--- src/rtl/mole_controller_if.sv ---
// Signal bundle between the mole round sequencer and the game top level:
// tick/start/button inputs in, LED bank, counters and status flags out.
interface mole_controller_if #(
    parameter int unsigned MOLE_W  = 3,
    parameter int unsigned SCORE_W = 8,
    parameter int unsigned MISS_W  = 4
);
    localparam int unsigned NUM_MOLES = 1 << MOLE_W;

    logic                 tick;
    logic                 start;
    logic [NUM_MOLES-1:0] buttons;
    logic [NUM_MOLES-1:0] mole_leds;
    logic [SCORE_W-1:0]   score;
    logic [MISS_W-1:0]    misses;
    logic                 hit_pulse;
    logic                 game_over;

    modport master (
        output tick, start, buttons,
        input  mole_leds, score, misses, hit_pulse, game_over
    );

    modport slave (
        input  tick, start, buttons,
        output mole_leds, score, misses, hit_pulse, game_over
    );
endinterface

--- src/rtl/mole_controller.sv ---
// Whack-a-mole round sequencer: lights one pseudo-random mole per round on the
// difficulty tick, scores hits, counts misses and flags game over.
module mole_controller #(
    parameter int unsigned MOLE_W     = 3,
    parameter int unsigned UP_TICKS   = 4,
    parameter int unsigned GAP_TICKS  = 1,
    parameter int unsigned MAX_MISSES = 5,
    parameter int unsigned SCORE_W    = 8,
    parameter int unsigned MISS_W     = 4,
    parameter logic [15:0] LFSR_SEED  = 16'hACE1
) (
    input  logic              clkglobal,
    input  logic              resetglobal,
    mole_controller_if.slave  bus
);
    localparam int unsigned NUM_MOLES = 1 << MOLE_W;
    localparam int unsigned UP_W      = (UP_TICKS > 1) ? $clog2(UP_TICKS) : 1;
    localparam int unsigned GAP_W     = (GAP_TICKS > 1) ? $clog2(GAP_TICKS) : 1;

    typedef enum logic [2:0] {
        IDLE  = 3'd0,
        SPAWN = 3'd1,
        UP    = 3'd2,
        GAP   = 3'd3,
        OVER  = 3'd4
    } state_t;

    state_t               state_q, state_d;
    logic                 tick_q, start_q;
    logic [NUM_MOLES-1:0] btn_q;
    logic                 tick_p, start_p;
    logic [NUM_MOLES-1:0] btn_p;
    logic [15:0]          lfsr_q;
    logic                 lfsr_fb;
    logic [MOLE_W-1:0]    idx_q, idx_d;
    logic [UP_W-1:0]      up_cnt_q, up_cnt_d;
    logic [GAP_W-1:0]     gap_cnt_q, gap_cnt_d;
    logic [NUM_MOLES-1:0] leds_q, leds_d;
    logic [SCORE_W-1:0]   score_q, score_d;
    logic [MISS_W-1:0]    misses_q, misses_d;
    logic                 hit_q, hit_d;
    logic                 over_q, over_d;

    logic [MOLE_W-1:0]    spawn_idx;
    logic [NUM_MOLES-1:0] lit_mask;
    logic                 lit_press;
    logic                 wrong_press;
    logic [SCORE_W-1:0]   score_inc;
    logic [MISS_W-1:0]    misses_inc;

    // Fibonacci LFSR, taps 16,14,13,11
    assign lfsr_fb = lfsr_q[15] ^ lfsr_q[13] ^ lfsr_q[12] ^ lfsr_q[10];

    // State register plus edge detectors, LFSR and registered outputs
    always_ff @(posedge clkglobal) begin
        if (!resetglobal) begin
            state_q   <= IDLE;
            tick_q    <= 1'b0;
            start_q   <= 1'b0;
            btn_q     <= '0;
            tick_p    <= 1'b0;
            start_p   <= 1'b0;
            btn_p     <= '0;
            lfsr_q    <= LFSR_SEED;
            idx_q     <= '0;
            up_cnt_q  <= '0;
            gap_cnt_q <= '0;
            leds_q    <= '0;
            score_q   <= '0;
            misses_q  <= '0;
            hit_q     <= 1'b0;
            over_q    <= 1'b0;
        end else begin
            state_q   <= state_d;
            tick_q    <= bus.tick;
            start_q   <= bus.start;
            btn_q     <= bus.buttons;
            tick_p    <= bus.tick & ~tick_q;
            start_p   <= bus.start & ~start_q;
            btn_p     <= bus.buttons & ~btn_q;
            lfsr_q    <= {lfsr_q[14:0], lfsr_fb};
            idx_q     <= idx_d;
            up_cnt_q  <= up_cnt_d;
            gap_cnt_q <= gap_cnt_d;
            leds_q    <= leds_d;
            score_q   <= score_d;
            misses_q  <= misses_d;
            hit_q     <= hit_d;
            over_q    <= over_d;
        end
    end

    // Next-state and next-output logic
    always_comb begin
        state_d   = state_q;
        idx_d     = idx_q;
        up_cnt_d  = up_cnt_q;
        gap_cnt_d = gap_cnt_q;
        leds_d    = leds_q;
        score_d   = score_q;
        misses_d  = misses_q;
        hit_d     = 1'b0;

        // Never light the same mole twice in a row
        spawn_idx = lfsr_q[MOLE_W-1:0];
        if (spawn_idx == idx_q)
            spawn_idx = spawn_idx + MOLE_W'(1);

        lit_mask    = NUM_MOLES'(1) << idx_q;
        lit_press   = btn_p[idx_q];
        wrong_press = |(btn_p & ~lit_mask);
        score_inc   = (score_q == '1) ? score_q : score_q + SCORE_W'(1);
        misses_inc  = (misses_q == '1) ? misses_q : misses_q + MISS_W'(1);

        case (state_q)
            IDLE: begin
                leds_d = '0;
            end
            SPAWN: begin
                leds_d   = NUM_MOLES'(1) << spawn_idx;
                idx_d    = spawn_idx;
                up_cnt_d = '0;
                state_d  = UP;
            end
            UP: begin
                // Hit beats expiry beats wrong press; a non-expiring tick still
                // lets a wrong press count
                if (lit_press) begin
                    score_d   = score_inc;
                    hit_d     = 1'b1;
                    leds_d    = '0;
                    gap_cnt_d = '0;
                    state_d   = GAP;
                end else if (tick_p && (up_cnt_q == UP_W'(UP_TICKS - 1))) begin
                    misses_d  = misses_inc;
                    leds_d    = '0;
                    gap_cnt_d = '0;
                    state_d   = GAP;
                end else begin
                    if (tick_p)
                        up_cnt_d = up_cnt_q + UP_W'(1);
                    if (wrong_press)
                        misses_d = misses_inc;
                end
            end
            GAP: begin
                leds_d = '0;
                if (misses_q >= MISS_W'(MAX_MISSES)) begin
                    state_d = OVER;
                end else if (tick_p) begin
                    if (gap_cnt_q == GAP_W'(GAP_TICKS - 1))
                        state_d = SPAWN;
                    else
                        gap_cnt_d = gap_cnt_q + GAP_W'(1);
                end
            end
            OVER: begin
                leds_d = '0;
            end
            default: begin
                leds_d  = '0;
                state_d = IDLE;
            end
        endcase

        // Start edge (re)starts a game from any state except the one-cycle spawn
        if (start_p && (state_q != SPAWN)) begin
            score_d  = '0;
            misses_d = '0;
            leds_d   = '0;
            hit_d    = 1'b0;
            state_d  = SPAWN;
        end

        over_d = (state_d == OVER);
    end

    assign bus.mole_leds = leds_q;
    assign bus.score     = score_q;
    assign bus.misses    = misses_q;
    assign bus.hit_pulse = hit_q;
    assign bus.game_over = over_q;
endmodule

--- src/flat_wrapper.sv ---
// flat-port wrapper written by rule: the top's interface ports become plain ports
module mole_controller_flat 
#(
    parameter int unsigned MOLE_W     = 3,
    parameter int unsigned UP_TICKS   = 4,
    parameter int unsigned GAP_TICKS  = 1,
    parameter int unsigned MAX_MISSES = 5,
    parameter int unsigned SCORE_W    = 8,
    parameter int unsigned MISS_W     = 4,
    parameter logic [15:0] LFSR_SEED  = 16'hACE1
)
  (clkglobal, resetglobal, bus_tick, bus_start, bus_buttons, bus_mole_leds, bus_score, bus_misses, bus_hit_pulse, bus_game_over);
  mole_controller_if #(.MOLE_W(MOLE_W), .SCORE_W(SCORE_W), .MISS_W(MISS_W)) bus_i ();
  input  logic clkglobal;
  input  logic resetglobal;
  input wire logic [$bits(bus_i.tick)-1:0] bus_tick;
  input wire logic [$bits(bus_i.start)-1:0] bus_start;
  input wire logic [$bits(bus_i.buttons)-1:0] bus_buttons;
  output wire logic [$bits(bus_i.mole_leds)-1:0] bus_mole_leds;
  output wire logic [$bits(bus_i.score)-1:0] bus_score;
  output wire logic [$bits(bus_i.misses)-1:0] bus_misses;
  output wire logic [$bits(bus_i.hit_pulse)-1:0] bus_hit_pulse;
  output wire logic [$bits(bus_i.game_over)-1:0] bus_game_over;
  assign bus_i.tick = bus_tick;
  assign bus_i.start = bus_start;
  assign bus_i.buttons = bus_buttons;
  assign bus_mole_leds = bus_i.mole_leds;
  assign bus_score = bus_i.score;
  assign bus_misses = bus_i.misses;
  assign bus_hit_pulse = bus_i.hit_pulse;
  assign bus_game_over = bus_i.game_over;
  mole_controller #(.MOLE_W(MOLE_W), .UP_TICKS(UP_TICKS), .GAP_TICKS(GAP_TICKS), .MAX_MISSES(MAX_MISSES), .SCORE_W(SCORE_W), .MISS_W(MISS_W), .LFSR_SEED(LFSR_SEED)) u_core (.clkglobal(clkglobal), .resetglobal(resetglobal), .bus(bus_i));
endmodule
--- config.mk ---
export PLATFORM = sky130hd
export DESIGN_NAME = mole_controller_flat
export DESIGN_NICKNAME = d
export VERILOG_FILES = /design/src/rtl/mole_controller_if.sv /design/src/rtl/mole_controller.sv /design/src/flat_wrapper.sv
export SDC_FILE = /design/constraint.sdc
export NUM_CORES = 1
export LEC_CHECK = 0
export ABC_AREA = 1
export CAP_MARGIN = 20
export CORE_MARGIN = 3
export CORE_UTILIZATION = 40
export CTS_BUF_LIST = sky130_fd_sc_hd__clkbuf_16
export DETAILED_ROUTE_END_ITERATION = 7
export PLACE_DENSITY = 0.6
export SLEW_MARGIN = 15
export SYNTH_ARGS = -nofsm -noshare
export SYNTH_HDL_FRONTEND = slang
export SYNTH_SLANG_ARGS = --single-unit
export TNS_END_PERCENT = 10
--- constraint.sdc ---
create_clock -name clkglobal -period 1.4 [get_ports clkglobal]
set_input_delay 0.28 -clock clkglobal [delete_from_list [all_inputs] [get_ports clkglobal]]
set_output_delay 0.28 -clock clkglobal [all_outputs]
set_load 0.01 [all_outputs]
==> impl_results.md, run 1 <==
- Compound-cell area share of the yosys netlist: 9.89%
- Critical Path AT: 1730 ps
- Hold_sp: u_core.start_q$_SDFF_PN0_
- Number of flops mapped to enable cells by yosys: 0
- Switching share of power: 24.6%
- Mux contribution to synthesized area: 0%
- Max VDD drop: 0.000666 V
- Clk pwr share: 44.5%
- Via/cell ratio: 4.58
- Final Setup Violations: 20
- Synth-to-layout area growth: 34.2%
- Violated checks: negative setup slack
- Gate power share: 13.2%
- Initial antenna violation count: 0
- ANT cells: 0
- Clock Skews: 5.54 ps
- Clock latency on the worst-skew pair: 320 ps
- Post-synth cell types: 37
- Clock-pin slew on the worst setup and hold paths: 50 ps
- P_sw: 0.00117 W
- Worst path max stage delay: 370 ps
- Max Fanout on Critical Path: 6
- Port bufs: 33
- Async SR Flop Fraction: 0%
- Clk Tree Root Cell: clkbuf_16
- RSZ-0062 raised after global routing: yes
- Hold Crit Depth: 1
- Initial Utilization: 42.7%
- Hold Vio Cnt, Final: 0
- DP Area: 3660 um2
- Yosys warning count: 0
- Vias post-DR: 2431
- Shortest period the worst path allows: 1510 ps
- H-tree levels: 3
- Post-Synth Adder-Cell Area: 2.49%
- PwrDens: 1180 nW/um2
- Cell chain of the critical path: buf_6, nand2_2, nand2_1, nand2_1, nand2_1, nand2_2, nand2_4, buf_12, nor2_4, nand2_4, nand2_2, a21oi_2
- Detailed Route Iter0 Violations: 91
- Simple-gate share of the synthesized area: 30.6%
- DRT antenna net count: 0
- Row count: 30
- Core area: 7060 um2
- NumNets Final: 449
- DP Wirelength: 4.45 mm
- Grt total ovfl: 0
- Cell internal pwr: 0.00360 W
- CTS tree: yes
- Xor-xnor portion of the synthesized cell area: 4.41%
- Critical path origin: u_core.idx_q[0]$_SDFFE_PN0P_
- Final worst slack: -114 ps
- Pins over their slew limit: 0
- WS Path Type: register to register
- Placed cell count: 511
- Leakage: 1.90 nW
- Status: finished with violations
- Net count after synthesis: 379
- First-pass GRT wire length: 10.6 mm
- Setup_tns: -897 ps
- Non-filler cells, final: 531
- Crit-path slowest cell: dfxtp_4
- Final wirelength: 6.16 mm
- Layout cells sized above 1: 30.8%
- Worst min-delay path endpoint: u_core.start_p$_SDFF_PN0_
- Die area: 8600 um2
- Relative slew slack: 73.4%
- Gp weighted congestion: 0.833
- Sequential power share: 42.3%
- F_max: 660 MHz
- Main synth FF type: dfxtp_1
- CP startpoint kind: register
- FF-to-FF path depth: 12
- Pre-CTS WS: -161 ps
- DRC Markers: 0
- Register bit total from synthesis: 66
- Hold crit path type: register to register
- Largest net degree at the start of global routing: 23
- Die W: 92.8 um
- GRT Total Usage: 15.5%
- Number of global-route vias before repair: 2368
- DR WL/cell: 11.6 um
- Worst Tran Pin Value: 398 ps
- Seq/Total Area, Yosys: 43.9%
- Cells after Synth: 361
- Cell area after synthesis: 3010 um2
- CTS max path bufs: 2
- Post-route clock period utilization: 108%
- Worst reg2reg path endpoint: u_core.bus.misses[2]$_SDFFE_PP0P_
- Largest family of logic cells by synthesized area: simple AND/OR/NAND/NOR gates
- First-pass DRT Iterations: 4
- Worst r2r src: u_core.idx_q[0]$_SDFFE_PN0P_
- Max_cap viols: 0
- Num CTS Buffers: 9
- CP Capture Type: register
- Register-to-Register Setup Slack: -110 ps
- DIE HEIGHT: 92.8 um
- Required time worst endpoint: 1620 ps
- Synth Area per Inst: 8.34 um2
- I/O Pins: 34
- Design Area, Final: 4040 um2
- Clk sink count: 66
==> layer usage <==
layer  routed length, um  global-route usage (%)  up-vias
met5                   0                       0        -
li1                    -                       -     1282
met1                2790                    18.2     1103
met4                  72                    4.76        0
met3                 238                    5.20        7
met2                3050                    26.6       39
==> metrics by stage <==
step	power, W	hold slack, ps	util (%)
6_report	0.00478	379	57.3
5_1_grt	0.00499	393	57.3
4_1_cts	0.00478	382	55.9
3_5_place_dp	0.00263	375	51.9
3_3_place_gp	0.00262	372	51.9
2_1_floorplan	0.00244	368	-
==> cell families after synthesis <==
group                      after synthesis
and+or+nand+nor                        181
xor gates and xnor gates                10
DFF                                     66
buffers and inverters                   58
AOI/OAI and AO/OA                       40
adders and majority gates                6
==> critical path, delay by kind of cell (launching register included) <==
kind            cells  cell delay [ps]
simple gates        9              730
flops               1              370
buf+inv             2              260
compound gates      1               40
==> worst max-delay path by stage <==
stage	endpoint	slack, ps	cells past startpoint
2_1_floorplan	u_core.bus.score[6]$_SDFFE_PP0P_	40	7
3_3_place_gp	u_core.bus.mole_leds[2]$_SDFFE_PP0P_	-140	8
3_5_place_dp	u_core.bus.mole_leds[3]$_SDFFE_PP0P_	-160	8
4_1_cts	u_core.bus.score[6]$_SDFFE_PP0P_	-60	12
5_1_grt	u_core.bus.misses[3]$_SDFFE_PP0P_	-200	12
6_report	u_core.bus.misses[2]$_SDFFE_PP0P_	-110	12
==> what timing repair did <==
| item | in CTS | in global routing |
|---|---|---|
| buffers inserted | 0 | 5 |
| pin swaps | 7 | 8 |
| setup endpoints to repair | 50 | 29 |
| gates resized for setup | 32 | 17 |
| hold buffers | 0 | 0 |
==> power by group through the flow <==
stage               Sequential, W  Combinational, W  Clock [W]
CTS                       0.00202          0.000586    0.00218
detailed placement        0.00206          0.000576          0
global route              0.00203          0.000699    0.00227
finish                    0.00202          0.000630    0.00213
floorplan                 0.00204          0.000395          0
global placement          0.00206          0.000568          0
==> layout by cell type (no fill, tap or decap), types with 4 or more instances in the layout <==
master and n:
xor2_1 6, a21oi_2 17, nor2_4 5, nand2_2 16, buf_12 5, o21ai_0 8, dlygate4sd2_1 22, buf_4 29
clkbuf_16 9, nand3_1 23, dfxtp_1 60, a21oi_1 4, nand4_1 7, clkdlybuf4s50_1 11, nor2_2 6, nor2_1 27
nand2_1 73, inv_2 8, or2_2 7, o21ai_1 4, inv_1 40, dfxtp_2 5, ha_1 6, nand3_2 5
==> cell usage after synthesis, types with 4 or more instances <==
cell | n | area share [%]
xor2_1 | 6 | 1.7
nand2_2 | 12 | 2.5
nor2_4 | 5 | 1.9
a21oi_1 | 4 | 0.67
or2_2 | 7 | 1.5
nand4_1 | 7 | 1.5
nand3_1 | 27 | 4.5
o21ai_0 | 10 | 1.7
dfxtp_1 | 66 | 44
nor2_1 | 29 | 3.6
inv_2 | 9 | 1.1
nand2_1 | 77 | 9.6
a21oi_2 | 17 | 4.9
ha_1 | 6 | 2.5
nor2_2 | 4 | 0.83
buf_6 | 4 | 1.5
inv_1 | 40 | 5.0
==> cell type report <==
cell class / instances / area, um2
flip-flops and latches: 66 / 1330
multi-input cells: 237 / 1480
clock inverters: 6 / 60.1
clock buffers: 9 / 225
well taps: 96 / 120
inverters: 49 / 191
fillers: 658 / 3020
repair buffers: 68 / 632
==> sequential cells by signal, indices dropped and copies added, names as in the netlist <==
| signal | count |
|---|---|
| u_core.start_q | 1 |
| u_core.bus.hit_pulse | 1 |
| u_core.btn_q | 8 |
| u_core.lfsr_q | 16 |
| u_core.bus.mole_leds | 8 |
| u_core.bus.score | 8 |
| u_core.state_q | 3 |
| u_core.bus.game_over | 1 |
| u_core.btn_p | 8 |
| u_core.up_cnt_q | 2 |
| u_core.tick_p | 1 |
| u_core.idx_q | 3 |
| u_core.bus.misses | 4 |
| u_core.start_p | 1 |
| u_core.tick_q | 1 |
No activity file was read; power rests on OpenSTA's default activity.
==> inputs of run 2 (changes only) <==
--- a/config.mk
+++ b/config.mk
@@ -8,10 +8,10 @@
 export ABC_AREA = 1
 export CAP_MARGIN = 20
 export CORE_MARGIN = 3
-export CORE_UTILIZATION = 40
+export CORE_UTILIZATION = 56
 export CTS_BUF_LIST = sky130_fd_sc_hd__clkbuf_16
 export DETAILED_ROUTE_END_ITERATION = 7
-export PLACE_DENSITY = 0.6
+export PLACE_DENSITY = 0.8
 export SLEW_MARGIN = 15
 export SYNTH_ARGS = -nofsm -noshare
 export SYNTH_HDL_FRONTEND = slang
==> impl_results.md, run 2 (same netlist as run 1, synthesis figures left out) <==
- CTS tree: yes
- Die area: 6290 um2
- Clock Skews: 3.71 ps
- RSZ-0062 raised after global routing: yes
- Initial antenna violation count: 0
- DRT antenna net count: 0
- F_max: 683 MHz
- Num CTS Buffers: 9
- CP startpoint kind: register
- Commonest non-fill, non-tap cell in the layout: nand2_1
- Gp weighted congestion: 0.797
- # fillers: 385
- GRT Total Usage: 22.1%
- Top reg by flops: u_core.lfsr_q
- Port bufs: 33
- Clk sink count: 66
- DP Wirelength: 4.40 mm
- Shortest period the worst path allows: 1460 ps
- Placed cell count: 484
- Worst r2r src: u_core.idx_q[1]$_SDFFE_PN0P_
- DRC Markers: 0
- Hold crit path type: register to register
- Leakage: 1.91 nW
- Most frequent cells in the layout: nand2_1 (70), dfxtp_1 (60), inv_1 (41)
- DIE HEIGHT: 79.3 um
- Pins over their slew limit: 0
- Final worst slack: -64.4 ps
- CP Capture Type: register
- Critical path origin: u_core.idx_q[1]$_SDFFE_PN0P_
- PwrDens: 1210 nW/um2
- Detailed Route Iter0 Violations: 115
- Critical Path AT: 1730 ps
- Final Core Density: 77.1%
- Hold_sp: u_core.btn_q[6]$_SDFF_PN0_
- First-pass GRT wire length: 10.7 mm
- Relative slew slack: 77.1%
- I/O Pins: 34
- Max_cap viols: 0
- DR WL/cell: 12.8 um
- CTS max path bufs: 2
- Violated checks: negative setup slack
- Status: finished with violations
- Core area: 5140 um2
- Non-filler cells, final: 502
- Initial Utilization: 58.6%
- Final wirelength: 6.42 mm
- Layout cells sized above 1: 31.7%
- Synth-to-layout area growth: 31.6%
- Vias post-DR: 2485
- Row count: 26
- Post-route clock period utilization: 105%
- Largest register FFs: 16
- H-tree levels: 3
- Largest net degree at the start of global routing: 23
- Final Setup Violations: 11
- Required time worst endpoint: 1660 ps
- Grt total ovfl: 0
- Die W: 79.3 um
- ANT cells: 0
- Max Fanout on Critical Path: 7
- Via/cell ratio: 4.95
- Hold Vio Cnt, Final: 0
- Cts-stage hold buffer count: 0
- Clock-pin slew on the worst setup and hold paths: 50 ps
- Worst Tran Pin Value: 340 ps
- First-pass DRT Iterations: 4
- Number of global-route vias before repair: 2391
- Max VDD drop: 0.000854 V
- Tot Pwr: 0.00481 W
- WS Path Type: register to register
- NumNets Final: 445
- Clk Tree Root Cell: clkbuf_16
- Clock latency on the worst-skew pair: 330 ps
-- run 2: cell types whose count changed in the layout (fill, tap and decap cells not counted), moves of 3 or more --
| cell | delta |
|---|---|
| nor2_1 | -3 |
| nand2_4 | +3 |
| buf_4 | -3 |
| nand3_1 | +4 |
| nand3_2 | -4 |
| buf_12 | -3 |
| o21ai_2 | +3 |
| nand2_1 | -3 |
| o21ai_0 | -3 |
-- run 2: final timing paths --
| check | end | slack (ps) | cells past startpoint |
|---|---|---|---|
| setup / recovery | u_core.bus.mole_leds[0]$_SDFFE_PP0P_ | -60 | 8 |
| hold reg to reg | u_core.btn_p[6]$_SDFF_PN0_ | 380 | 1 |
| hold / removal | u_core.btn_p[6]$_SDFF_PN0_ | 380 | 1 |
| setup reg to reg | u_core.bus.mole_leds[0]$_SDFFE_PP0P_ | -60 | 8 |
-- run 2: through the flow --
| step | instance area (um2) | hold slack (ps) | TNS (ps) | setup slack, ps |
|---|---|---|---|---|
| after floorplan | 3010 | 368 | 0 | 44.1 |
| after global placement | 3590 | 371 | -168 | -36.3 |
| after detailed placement | 3590 | 375 | -641 | -76.2 |
| after CTS | 3890 | 380 | -150 | -28.7 |
| after global routing | 3960 | 400 | -2490 | -153 |
| final | 3960 | 382 | -449 | -64.4 |
-- run 2: routing by layer --
| metal | wire length, um | vias up | share of wire, % | global-route usage, % |
|---|---|---|---|---|
| met4 | 103 | 0 | 1.6 | 7.73 |
| met2 | 3290 | 55 | 51 | 39.0 |
| met5 | 0 | - | 0 | 0 |
| met3 | 257 | 14 | 4.0 | 6.69 |
| li1 | - | 1283 | - | - |
| met1 | 2760 | 1133 | 43 | 25.1 |
-- run 2: final cells by class --
type                    count  area (um2)  area share (%)
flip-flops and latches     66        1330            33.5
clock buffers               9         225            5.69
well taps                  70        87.6            2.21
inverters                  49         186            4.71
clock inverters             7        62.6            1.58
repair buffers             64         572            14.4
multi-input cells         237        1500            37.8
-- run 2: timing repair --
action | 4_1_cts | 5_1_grt
buffers inserted | 0 | 2
gates resized for setup | 33 | 24
cloned | 0 | 0
endpoints found under the setup margin | 47 | 26
pin swaps | 5 | 17
endpoints found under the hold margin | 0 | 0
-- run 2: worst max-delay path: stages (launching register included) --
cell and delay [ps]:
dfxtp_2 330, buf_4 150, xnor2_4 250, nand3_2 150, nand2_1 110, nand2_2 90
nor2_2 130, nand2_1 70, a21oi_2 110
-- run 2: power by group --
| part | internal [W] | switching, W |
|---|---|---|
| sequential | 0.00196 | 0.0000527 |
| combinational | 0.000279 | 0.000358 |
| clock | 0.00136 | 0.000802 |
